[src/rtl/rv32i_pkg.sv]
// Shared fetch definitions: reset/trap vector defaults, fetch FSM encoding
// and the fetch output bundle.
package rv32i_pkg;

    localparam logic [31:0] RESET_PC_DEF = 32'h0000_0000;
    localparam logic [31:0] TRAP_VEC_DEF = 32'h0000_0100;

    typedef enum logic [1:0] {
        ST_IDLE  = 2'd0,
        ST_REQ   = 2'd1,
        ST_DRAIN = 2'd2
    } fetch_state_e;

    typedef struct packed {
        logic [31:0] inst;
        logic [31:0] pc;
        logic [31:0] pc4;
    } if_out_t;

    function automatic logic is_misaligned(input logic [31:0] addr);
        return addr[1:0] != 2'b00;
    endfunction

endpackage

[src/rtl/fetch_ctrl_if_stage.sv]
// PC datapath for the fetch stage: PC+4, next-PC selection and
// instruction-address alignment decode.
module if_stage
    import rv32i_pkg::*;
#(
    parameter logic [31:0] TRAP_VEC = TRAP_VEC_DEF
) (
    input  logic [31:0] pc,
    input  logic        jump,
    input  logic [31:0] c,
    input  logic        advance,
    input  logic        trap,
    output logic [31:0] pc4,
    output logic [31:0] next_pc,
    output logic        misaligned
);

    assign pc4        = pc + 32'd4;
    assign misaligned = is_misaligned(pc);

    // A redirect beats everything; a trap only fires when no redirect is pending.
    always_comb begin
        next_pc = pc;
        if (jump)
            next_pc = c;
        else if (trap)
            next_pc = TRAP_VEC;
        else if (advance)
            next_pc = pc4;
    end

endmodule

[src/rtl/fetch_ctrl.sv]
// Instruction fetch sequencer: issues imem reads at the PC, registers the
// fetched instruction for ID, and handles redirects, drains and misalignment.
module fetch_ctrl
    import rv32i_pkg::*;
#(
    parameter logic [31:0] RESET_PC = RESET_PC_DEF,
    parameter logic [31:0] TRAP_VEC = TRAP_VEC_DEF
) (
    input  logic        clk,
    input  logic        rst,
    input  logic        stall,
    input  logic        jump,
    input  logic [31:0] c,
    output logic        imem_req,
    output logic [31:0] imem_addr,
    input  logic        imem_ack,
    input  logic [31:0] imem_rdata,
    output logic        if_valid,
    output logic [31:0] if_inst,
    output logic [31:0] if_pc,
    output logic [31:0] if_pc4,
    output logic        i_addr_misaligned
);

    fetch_state_e state, state_nxt;
    logic [31:0]  pc, pc4, pc_nxt;
    logic         misaligned, can_issue, take;
    if_out_t      out_q, out_nxt;
    logic         valid_q, valid_nxt;

    if_stage #(.TRAP_VEC(TRAP_VEC)) u_if_stage (
        .pc         (pc),
        .jump       (jump),
        .c          (c),
        .advance    (take),
        .trap       (i_addr_misaligned),
        .pc4        (pc4),
        .next_pc    (pc_nxt),
        .misaligned (misaligned)
    );

    // Only request when the output register can accept the result.
    assign can_issue = !valid_q || !stall;
    assign take      = imem_req && imem_ack && !jump;
    assign imem_addr = pc;

    always_ff @(posedge clk) begin
        if (rst)
            state <= ST_IDLE;
        else
            state <= state_nxt;
    end

    always_comb begin
        state_nxt = state;
        case (state)
            ST_IDLE:  state_nxt = ST_REQ;
            ST_REQ:   if (jump && imem_req && !imem_ack) state_nxt = ST_DRAIN;
            ST_DRAIN: if (imem_ack) state_nxt = ST_REQ;
            default:  state_nxt = ST_IDLE;
        endcase
    end

    always_comb begin
        imem_req          = 1'b0;
        i_addr_misaligned = 1'b0;
        if (state == ST_REQ) begin
            imem_req          = !misaligned && can_issue;
            i_addr_misaligned = misaligned && !jump;
        end
    end

    // Output register: flush on jump, load on ack, otherwise hold while stalled.
    always_comb begin
        out_nxt   = out_q;
        valid_nxt = valid_q && stall;
        if (jump) begin
            valid_nxt = 1'b0;
        end else if (take) begin
            out_nxt.inst = imem_rdata;
            out_nxt.pc   = pc;
            out_nxt.pc4  = pc4;
            valid_nxt    = 1'b1;
        end
    end

    always_ff @(posedge clk) begin
        if (rst) begin
            pc      <= RESET_PC;
            out_q   <= '0;
            valid_q <= 1'b0;
        end else begin
            pc      <= pc_nxt;
            out_q   <= out_nxt;
            valid_q <= valid_nxt;
        end
    end

    assign if_valid = valid_q;
    assign if_inst  = out_q.inst;
    assign if_pc    = out_q.pc;
    assign if_pc4   = out_q.pc4;

endmodule

[config.mk]
export PLATFORM = sky130hd
export DESIGN_NAME = fetch_ctrl
export DESIGN_NICKNAME = d
export VERILOG_FILES = /design/src/rtl/rv32i_pkg.sv /design/src/rtl/fetch_ctrl_if_stage.sv /design/src/rtl/fetch_ctrl.sv
export SDC_FILE = /design/constraint.sdc
export NUM_CORES = 1
export LEC_CHECK = 0
export CAP_MARGIN = 25
export CORE_ASPECT_RATIO = 2
export CORE_MARGIN = 1.5
export CORE_UTILIZATION = 52
export DETAILED_ROUTE_END_ITERATION = 12
export GPL_TIMING_DRIVEN = 0
export PLACE_DENSITY = 0.95
export SETUP_SLACK_MARGIN = 0.2
export SYNTH_ARGS = -nofsm -noshare
export SYNTH_HDL_FRONTEND = slang
export SYNTH_HIERARCHICAL = 1
export SYNTH_SLANG_ARGS = --single-unit
[constraint.sdc]
create_clock -name clk -period 7.4 [get_ports clk]
set_input_delay 0.74 -clock clk [delete_from_list [all_inputs] [get_ports clk]]
set_output_delay 0.74 -clock clk [all_outputs]
set_load 0.05 [all_outputs]
* Word-level counts from Yosys, hierarchy flattened *
Index checks and enable logic that the tools add are counted.

operators by class
  bitwise gates (word level) = 1
  reductions and logical operators = 19
  $add $sub $neg = 1
  muxes and demuxes = 9
  shifts and indexed selects = 0
  $lt $le $gt $ge = 0
  eq/ne operators = 4
  div/mod/pow operators = 0
  multiply operators = 0

operators with widths
  cell                                           count
  two-way mux 32 bit                             3
  adder 32 x 3 -> 32 bit, second input constant  1
  logical AND 1 bit                              7
  one-hot mux 2 bit (3 select lines)             1
  logical NOT 1 bit                              5
  two-way mux 2 bit                              2
  != test 2 bit, second input constant           2
  AND reduction 2 bit                            2
  two-way mux 1 bit                              3
  nonzero test 3 bit                             1
  == test 2 x 1 -> 1 bit, second input constant  1
  == test 2 bit, second input constant           1
  logical NOT 2 bit                              1
  nonzero test 2 bit                             1
  OR reduction 2 bit                             1
  logical OR 1 bit                               1
  NOT 1 bit                                      1

word-level totals
  memory bits (writable) = 0
  ROM bits = 0
  input port bits = 69
  register bits after elaboration = 131
  memories = 0
  latch bits = 0
  output and inout port bits = 131
  word-level logic and storage cells = 40

* Logic depth before layout (Yosys ltp) *
  depth in word-level cells = 9
  gate-level depth with buffers = 11
  mapped depth without buffers = 8

* Hierarchy *
Netlist, hierarchy kept.

by module, submodules not included
  module      seq. area each (µm²)  cells an instance  area an instance (µm²)  instances
  fetch_ctrl  2622.5                501                5281.3                  1
  if_stage    0.0                   267                1627.8                  1

* Worst setup path after synthesis *
Ideal clock, no wire load.

  path type = flip-flop to flip-flop
  start point = register pc[1], in the netlist imem_addr[1]
  end point = register pc[28], in the netlist imem_addr[28]
  period minus slack after synthesis = 4.279 ns
  stages on the path, launching flop included = 9
  slack = 3.121 ns
  arrival time = 4.151 ns
  required time = 7.272 ns
  cell sequence = dfxtp_1 or2_2 nor4b_1 or2_2 clkbuf_1 clkbuf_1 nor2_1 a221o_1 nor2b_1

on the way
  elaborated cells on any way between the ends = 13
  classes of those cells = 1 x add/sub; 5 x mux; 7 x reduce/logical

RTL lines
  element                   RTL line                   RTL
  start: declaration        fetch_ctrl.sv:26           logic [31:0] pc, pc4, pc_nxt;
  start signal: assignment  fetch_ctrl.sv:93           pc <= pc_nxt;
  nonzero test 2 bit        rv32i_pkg.sv:21            return addr[1:0] != 2'b00;
  net misaligned            fetch_ctrl.sv:27           logic misaligned, can_issue, take;
  logical AND 1 bit         fetch_ctrl.sv:69           i_addr_misaligned = misaligned && !jump;
  two-way mux 1 bit         fetch_ctrl.sv:67           if (state == ST_REQ) begin
  net i_addr_misaligned     fetch_ctrl.sv:22           output logic i_addr_misaligned
  two-way mux 32 bit        fetch_ctrl_if_stage.sv:26  else if (trap)
  two-way mux 32 bit        fetch_ctrl_if_stage.sv:24  if (jump)
  net pc_nxt[28]            fetch_ctrl.sv:26

The timed path passes the listed nets, and every way through them passes these cells. The select of a mux whose other input is x is not followed.
A chain may end at the register's enable or synchronous reset.

* Final worst setup path *
  start point = register pc[0], in the netlist imem_addr[0]
  end point = register pc[27], in the netlist imem_addr[27]

on the way
  cells in the longest elaborated chain, start to end = 7
  elaborated cells on any way between the ends = 13
  classes of those cells = 1 x add/sub; 5 x mux; 7 x reduce/logical

ends and longest elaborated chain
  element                         RTL line          RTL
  nonzero test 2 bit              rv32i_pkg.sv:21
  net misaligned                  fetch_ctrl.sv:27
  logical NOT 1 bit               fetch_ctrl.sv:68  imem_req = !misaligned && can_issue;
  logical AND 1 bit               fetch_ctrl.sv:68
  two-way mux 1 bit               fetch_ctrl.sv:67
  logical AND 1 bit (2 in a row)  fetch_ctrl.sv:44  assign take = imem_req && imem_ack && !jump;
  net take                        fetch_ctrl.sv:27
  nonzero test 3 bit (no line)    --

The timed path passes the listed nets, and every way through them passes these cells. The select of a mux whose other input is x is not followed.

==> impl_metrics.tcl <==
set metrics [dict create \
    dp_hpwl_mm 15.1 \
    clk_pin_slew_ns 0.06 \
    die_width_microns 84.5 \
    syn_nets 838 \
    p_leak_nw 3.34 \
    grt_pass1_vias 6304 \
    yosysSeqAreaShare_pct 38.0 \
    dieArea_sq_um 14000 \
    clk-insertion-delay-late_ns 0.42 \
    arrival_ns 3.98 \
    tns_ns 0 \
    fin_ws_ns 3.70 \
    slowest_stage "clkbuf_1" \
    finalSetupViolCount 0 \
    ys_warn_count 6 \
    period_minus_slack_ns 3.70 \
    drv_slew 0 \
    ctsResizeCount 0 \
    critical_path_class "reg -> reg" \
    synth_area_sq_um 6910 \
    drc 0 \
    design_area_sq_um 9680 \
    cts_tree "yes" \
    rsz0062_at_grt "false" \
    core-area_sq_um 13000 \
    cp_cell_sequence "or2_2 -> nor3b_2 -> and4b_1 -> buf_4 -> buf_4 -> clkbuf_1 -> nand3_1 -> clkbuf_1 -> o311a_1 -> a221o_1 -> nor2b_1" \
    timing_hold_violations_final 0 \
    synthArstFlopShare_pct 0 \
    drive_gt1_share_pct 6.11 \
    cts_root_buffer "clkbuf_16" \
    cts_max_level 4 \
    p_per_area_nw_per_um2 196 \
    path_buf_inv 4 \
    status "completed" \
    dpl-instance-area_sq_um 9090 \
    hp-class "reg -> reg" \
    ys_types 49 \
    ff2ff_setup_slack_ns 3.70 \
    max-slew-margin-rel_pct 43.8 \
    crit_fanout 12 \
    dr_wl_met3_mm 1.27 \
    synth_edf_count 0 \
    dp_slack_ns 3.42 \
    syn2layout_area_growth_pct 40.1 \
    ant_nets 0 \
    start_util_pct 53.2 \
    timing.hold.ws_ns 0.466 \
    synth_ff_type "dfxtp_1" \
    grt_max_degree 17 \
    top_layer_used "met4" \
    max_cap_viol_count 0 \
    fillers 924 \
    cts_hold_buf 0 \
    worstPathRequired_ns 7.68 \
    cts_buffer_depth 2 \
    fmax_mhz 270 \
    cts_setup_buffers 0 \
    critPathTopFamily "simple AND/OR/NAND/NOR gates" \
    overflow 0 \
    gp_congestion 0.933 \
    post_drt_wl_per_cell_microns 18.0 \
    vias 6433 \
    grtUsageTotal_pct 29.2 \
    crit_path_end_kind "flip-flop" \
    layout.nets 1056 \
    worstMarginPinSlew_ns 0.839 \
    min_period_over_period_pct 50.0 \
    clock-sinks 131 \
    slowest_delay_ns 0.46 \
    ios 200 \
    syn_area_per_cell_sq_um 9.00 \
    grt_pass1_wl_mm 32.5 \
    routed_wl_mm 20.7 \
    drt-pass1-iter-count 6 \
    rows 59 \
    routed_via_density 5.58 \
    numCtsBuffers 17 \
    fp.dieH_microns 166 \
    startpoint_type "flip-flop" \
    skew_ns 0.00929 \
    synth_seq_cells 131 \
    drt_iter0_drc 437 \
    grt_antenna_before_repair 1 \
    wl_met2_mm 10.9 \
    wl_met1_mm 7.53 \
    postSynthCellCount 768 \
    io_buffers 198 \
    peakVddDrop_mv 0.193 \
]
cell usage after synthesis, types with 7 or more instances:
master    instances  area share (%)
a221o_1           8             1.2
buf_4             9            0.98
clkbuf_1         46             2.5
dfxtp_1         131              38
inv_1             7            0.38
mux2i_1          97              14
nand2_1          38             2.1
nand2b_1        193              17
nand3_1          21             1.5
nand4_1          17             1.5
nor2_1           20             1.1
nor2b_1          32             2.9
nor3_1           15             1.1
o21ai_0          14             1.0
xnor2_1          20             2.5
xor2_1           21             2.7
metal layers:
layer  GRT usage [%]  vias up
met5               0        -
met4            16.5        0
li1                -     3028
met2            52.8      334
met3            5.57       75
met1            30.8     2996
cells by family after synthesis:
| logic type | synth area share, % |
|---|---|
| adder cells (fa/ha/maj) | 0.181 |
| flip-flops | 38.0 |
| AND/OR/NAND/NOR | 31.9 |
| multiplexers | 14.1 |
| buffers and inverters | 5.38 |
| XOR/XNOR | 5.20 |
| AO/OA/AOI/OAI | 5.32 |
state kept, by name, summed over array words and instances, names as in the netlist:
signal,flops
if_inst,32
state,2
if_valid,1
if_pc4,32
if_pc,32
imem_addr,32
through the flow:
stage          instances  power [mW]  utilization [%]
2_1_floorplan        768       0.953                -
3_3_place_gp        1118        1.07             69.9
3_5_place_dp        1119        1.07             70.0
6_report            1152        1.90             74.5
5_1_grt             1152        1.96             74.5
4_1_cts             1151        1.90             74.5
worst paths after layout:
path,from,to,depth (start not counted)
worst max-delay path,imem_addr[0],imem_addr[27],11
worst min-delay path,if_inst[30],if_inst[30],2
worst max register to register,imem_addr[0],imem_addr[27],11
worst min register to register,if_inst[30],if_inst[30],2
where the power goes:
| part | total (mW) | internal, mW | switching, mW |
|---|---|---|---|
| logic | 0.305 | 0.134 | 0.170 |
| clock network | 0.840 | 0.499 | 0.341 |
| registers | 0.753 | 0.727 | 0.0259 |
final cells by class:
cell class                      instances  area [sq um]  area share, %
Sequential cell                       131          2620           27.1
Antenna cell                            1          2.50         0.0259
Clock buffer                           18           429           4.43
Inverter                                7          26.3          0.271
Buffer                                 67           345           3.57
Timing Repair Buffer                  199          1990           20.6
Clock inverter                         14           155           1.60
Multi-Input combinational cell        563          3920           40.5
Tap cell                              152           190           1.97
worst min-delay path, stage by stage (launching register included):
cell and delay (ns):
dfxtp_1 0.31, nand2b_1 0.06, mux2i_1 0.05
layout by cell type, fill, tap and decap left out, types with 4 or more instances in the layout:
master / n
a221o_1: 8
a31oi_1: 5
a32oi_1: 4
and2_1: 6
and3_1: 5
buf_2: 6
buf_4: 9
buf_8: 4
clkbuf_1: 47
clkbuf_16: 17
clkdlybuf4s50_1: 198
clkinvlp_4: 5
dfxtp_1: 131
inv_1: 7
mux2i_1: 97
nand2_1: 38
nand2b_1: 193
nand3_1: 21
nand4_1: 17
nor2_1: 20
nor2b_1: 32
nor3_1: 15
nor4_1: 5
o211ai_1: 6
o21ai_0: 14
or4_1: 5
xnor2_1: 20
xor2_1: 21
Power figures use the tool's default switching activity.
